--- src/rtl/crc32_stream.sv ---
// ---------------------------------------------------------------------------
// crc32_stream
//
// Streaming IEEE 802.3 CRC-32 (reflected poly 0xEDB88320, init all ones,
// LSB-first per byte). It processes up to DATA_BYTES bytes per accepted beat
// in one cycle, with lane 0 applied first. A frame opens on the first
// accepted beat and closes on s_last. For one cycle (DONE) the block then
// reports the FCS, the residue check and the byte count.
//
// Handshake: a beat transfers on a rising edge where s_valid & s_ready.
// s_ready is high in IDLE and ACC. It is low in DONE and while rst is high.
// s_valid may be dropped between beats at any time, and the frame state
// holds across such gaps.
//
// Ports
//   clk, rst         clock, synchronous active-high reset
//   s_valid/s_ready  beat handshake
//   s_data           beat data, lane [7:0] is first byte on the wire
//   s_keep           byte enables, only looked at on the last beat
//   s_last           final beat of frame
//   s_abort          drop the open frame (wins over s_last)
//   crc_valid        one-cycle result pulse
//   crc_out          final FCS (inverted CRC register)
//   fcs_ok           CRC register equals the good-frame residue
//   frame_len        processed byte count, saturating
//   busy             frame open (state ACC)
//   fsm_state        current FSM state for debug/checkers
// ---------------------------------------------------------------------------
module crc32_stream #(
    parameter int DATA_BYTES = 1,
    parameter int LEN_W      = 16
) (
    input  logic                    clk,
    input  logic                    rst,
    input  logic                    s_valid,
    output logic                    s_ready,
    input  logic [8*DATA_BYTES-1:0] s_data,
    input  logic [DATA_BYTES-1:0]   s_keep,
    input  logic                    s_last,
    input  logic                    s_abort,
    output logic                    crc_valid,
    output logic [31:0]             crc_out,
    output logic                    fcs_ok,
    output logic [LEN_W-1:0]        frame_len,
    output logic                    busy,
    output logic [1:0]              fsm_state
);

    typedef enum logic [1:0] {
        IDLE = 2'd0,
        ACC  = 2'd1,
        DONE = 2'd2
    } state_t;

    localparam logic [31:0]      POLY    = 32'hEDB88320;
    localparam logic [31:0]      INIT    = 32'hFFFFFFFF;
    localparam logic [31:0]      RESIDUE = 32'hDEBB20E3;
    localparam logic [LEN_W-1:0] LEN_MAX = '1;

    state_t           state;
    logic [31:0]      crc_reg;
    logic [LEN_W-1:0] len_reg;

    logic                  accept;
    logic [DATA_BYTES-1:0] lane_en;
    logic [31:0]           crc_base;
    logic [31:0]           crc_next;
    logic [LEN_W-1:0]      len_base;
    logic [LEN_W:0]        nbytes;
    logic [LEN_W:0]        len_sum;
    logic [LEN_W-1:0]      len_next;
    logic                  run;

    // One byte through the bit-serial reflected CRC, unrolled by synthesis.
    function automatic logic [31:0] crc_byte(input logic [31:0] c, input logic [7:0] d);
        logic [31:0] r;
        r = c;
        for (int k = 0; k < 8; k++) begin
            if (r[0] ^ d[k]) r = (r >> 1) ^ POLY;
            else             r = r >> 1;
        end
        return r;
    endfunction

    assign s_ready   = !rst && (state != DONE);
    assign accept    = s_valid && s_ready;
    assign fsm_state = state;

    always_comb begin
        lane_en  = '0;
        nbytes   = '0;
        run      = 1'b1;
        // A beat seen in IDLE opens a new frame, so it starts from INIT.
        crc_base = (state == ACC) ? crc_reg : INIT;
        len_base = (state == ACC) ? len_reg : '0;
        crc_next = crc_base;
        for (int i = 0; i < DATA_BYTES; i++) begin
            // On the last beat, stop at the first cleared keep bit.
            // On other beats, every lane counts.
            run        = run & (s_keep[i] | !s_last);
            lane_en[i] = run;
            if (lane_en[i]) begin
                crc_next = crc_byte(crc_next, s_data[8*i +: 8]);
                nbytes   = nbytes + {{LEN_W{1'b0}}, 1'b1};
            end
        end
        len_sum  = {1'b0, len_base} + nbytes;
        len_next = len_sum[LEN_W] ? LEN_MAX : len_sum[LEN_W-1:0];
    end

    always_ff @(posedge clk) begin
        if (rst) begin
            state     <= IDLE;
            crc_reg   <= INIT;
            len_reg   <= '0;
            crc_valid <= 1'b0;
            busy      <= 1'b0;
            crc_out   <= 32'h0;
            fcs_ok    <= 1'b0;
            frame_len <= '0;
        end else begin
            crc_valid <= 1'b0;
            case (state)
                IDLE, ACC: begin
                    if (accept) begin
                        if (s_abort) begin
                            state   <= IDLE;
                            busy    <= 1'b0;
                            crc_reg <= INIT;
                            len_reg <= '0;
                        end else if (s_last) begin
                            state     <= DONE;
                            busy      <= 1'b0;
                            crc_valid <= 1'b1;
                            crc_out   <= ~crc_next;
                            fcs_ok    <= (crc_next == RESIDUE);
                            frame_len <= len_next;
                            crc_reg   <= INIT;
                            len_reg   <= '0;
                        end else begin
                            state   <= ACC;
                            busy    <= 1'b1;
                            crc_reg <= crc_next;
                            len_reg <= len_next;
                        end
                    end
                end
                DONE: begin
                    state <= IDLE;
                end
                default: begin
                    state <= IDLE;
                    busy  <= 1'b0;
                end
            endcase
        end
    end

endmodule

--- config.mk ---
export PLATFORM = sky130hd
export DESIGN_NAME = crc32_stream
export DESIGN_NICKNAME = d
export VERILOG_FILES = /design/src/rtl/crc32_stream.sv
export SDC_FILE = /design/constraint.sdc
export NUM_CORES = 1
export LEC_CHECK = 0
export ABC_CLOCK_PERIOD_IN_PS = 4200
export CAP_MARGIN = 15
export CORE_MARGIN = 5
export CORE_UTILIZATION = 32
export CTS_BUF_LIST = sky130_fd_sc_hd__clkbuf_16
export DETAILED_ROUTE_END_ITERATION = 6
export PLACE_DENSITY = 0.55
export SYNTH_ARGS = -nofsm -noshare
export SYNTH_HDL_FRONTEND = slang
export SYNTH_SLANG_ARGS = --single-unit
--- constraint.sdc ---
create_clock -name clk -period 4.2 [get_ports clk]
set_clock_uncertainty 0.15 [all_clocks]
set_input_delay 1.26 -clock clk [delete_from_list [all_inputs] [get_ports clk]]
set_output_delay 1.26 -clock clk [all_outputs]
set_load 0.01 [all_outputs]
==> out/metrics.yaml <==
status:
  status: "finished, final reports clean"
placed_design:
  dp_cells: 940
  dp.final_hpwl_um: 12100
  gp_congestion: 0.901
  io_buffers: 67
sta:
  post-route-min-period_ps: 3960
  rsz0062_at_grt: "no"
  drv_slew: 0
  tightest_slew_ps: 616
  period_share: 0.943
  slew_headroom: 0.589
  finalSetupViolations: 0
  whs_ps: 310
  finalSetupTns_ps: 0
  hold_viol_final: 0
  max_clock_freq_ghz: 0.253
worst_setup_path:
  critPathLaunchType: "input pin"
  path_class: "input pin to flop"
  critical_path_required_ps: 4320
  worstPathArrival_ps: 4080
  endpoint_kind: "flop"
  cp_max_fo: 4
  reg2reg_slack_ps: 840
synth:
  ys_seq_area_frac: 0.373
  syn_area_per_cell_um2: 8.12
  synth_seq_cells: 101
  syn_inst: 667
  ys_warn_count: 0
  synthesis.area_um2: 5420
  synth.distinct_cells: 53
  synth_fp_nets: 683
clocking:
  ctsResizeCount: 0
  clk_path_buf_depth: 2
  post_cts_buffers: 0
  cts_num_sinks: 101
  cts_tree: "built"
  cts-buffers-inserted: 9
  insertion_delay_ps: 360
  clk_root_buffer_cell: "clkbuf_16"
  ctsHtreeMaxLevel: 3
  ctsHoldBuffers: 0
  path_clk_slew_ps: 60
floorplan:
  design.core.area_um2: 16600
  start_util: 0.327
  dieWidth_um: 140
  ios: 68
  die_h_um: 140
  std_cell_rows: 47
  die-area_um2: 19600
job:
  cap_violations: 0
cells_and_area:
  multi_input_area_um2: 3130
  regArea_um2: 2020
  drive_above_1_share: 0.0981
  fillers: 1698
  area_growth_pct: 24.5
  final_common_cell: "nor2_1"
  fin_nets: 747
  fin_cells: 954
  num_antenna_cells: 0
  layout_common_cells: "nor2_1 (138), dfxtp_1 (101), clkdlybuf4s50_1 (66)"
global_route:
  grt_pass1_vias: 4654
  antenna_found_initial: 0
  grt_pass1_wl_um: 26100
  grtUsageTotal: 0.167
  overflow: 0
  grt_max_degree: 56
route:
  wl_per_cell_um: 17.2
  drt-pass1-iter-count: 7
  vias: 4848
  routed_wl_um: 16500
  postRouteAntennaNets: 0
  routed.top_layer: "met4"
  wl_met1_um: 7350
  viasPerCell: 5.08
  drt_iter0_drc: 336
  drc_errors: 0
  wl_met3_um: 789
  dr_wl_met2_um: 7970
power_and_ir_drop:
  leakagePower_nw: 2.26
  ir_drop_v: 0.000189
  power.density_nw_per_um2: 359
  total_power_mw: 2.42
worst_hold_path:
  hold_path_class: "flop to flop"
==> through the flow <==
step	cell area (µm²)	setup WS, ps	util
finish	6740	241	0.407
global route	6740	147	0.407
CTS	6740	300	0.407
floorplan	5420	24.5	-
detailed placement	6440	-55.1	0.388
global placement	6440	-56.3	0.388
==> layout make-up <==
cell class / count / area share
clock buffers: 9 / 0.0334
clock inverters: 5 / 0.0115
inverters: 10 / 0.00557
multi-input cells: 502 / 0.464
flip-flops and latches: 101 / 0.300
well taps: 220 / 0.0408
repair buffers: 107 / 0.145
==> power by group <==
| part | internal [mW] | leakage [nW] | switching (mW) |
|---|---|---|---|
| sequential | 0.988 | 0.820 | 0.0286 |
| clock | 0.514 | 0.149 | 0.373 |
| combinational | 0.241 | 1.29 | 0.276 |
==> cell usage after synthesis, drive strengths merged <==
master | number | area [µm²]
clkinv | 1 | 3.75
o32a | 1 | 10.0
dfxtp | 101 | 2020
o31ai | 1 | 12.5
nor4 | 6 | 43.8
mux2i | 3 | 30.0
o22a | 18 | 158
nor2b | 3 | 18.8
buf | 19 | 108
a22o | 2 | 17.5
or4 | 1 | 7.51
o22ai | 5 | 31.3
or2 | 2 | 12.5
nor2 | 139 | 524
clkbuf | 35 | 131
nand3 | 5 | 25.0
a31oi | 1 | 6.26
nand2b | 4 | 27.5
o21ai | 26 | 130
o31a | 2 | 17.5
and2 | 5 | 31.3
xnor2 | 63 | 601
a211o | 1 | 8.76
ha | 2 | 25.0
nor3 | 34 | 175
xor2 | 20 | 175
xor3 | 1 | 23.8
a21oi | 48 | 240
inv | 9 | 33.8
xnor3 | 6 | 136
o211ai | 3 | 22.5
a211oi | 39 | 293
nor3b | 5 | 42.5
nand3b | 3 | 22.5
a21o | 1 | 7.51
a311oi | 1 | 8.76
and4 | 2 | 17.5
nand2 | 38 | 143
or3 | 4 | 25.0
nand4 | 7 | 50.1
==> worst paths after layout <==
path / to / from / cells past startpoint
setup / recovery: fcs_ok / s_data[1] / 10
setup reg to reg: fcs_ok / fsm_state[0] / 11
hold reg to reg: frame_len[14] / frame_len[14] / 2
hold / removal: frame_len[14] / frame_len[14] / 2
==> routing by layer <==
layer / vias up / global-route usage
met5: - / 0
met4: 0 / 0.0408
met3: 24 / 0.0375
met2: 135 / 0.290
met1: 2274 / 0.212
li1: 2415 / -
==> critical path: stages <==
cell and delay (ps):
clkdlybuf4s50_1 540, xnor2_1 340, xor2_1 180, buf_4 170, xnor2_1 90, a21oi_1 390
nand4_1 190, nor4_1 520, nand4_1 180, o31ai_2 220
==> cell families after synthesis <==
logic type,after synthesis,share of synthesized area
multiplexers,3,0.00554
buffers and inverters,64,0.0510
AO/OA/AOI/OAI,149,0.178
flip-flops,101,0.373
adder cells (fa/ha/maj),2,0.00462
AND/OR/NAND/NOR,258,0.215
XOR/XNOR,90,0.173
(Power assumes the default switching activity.)
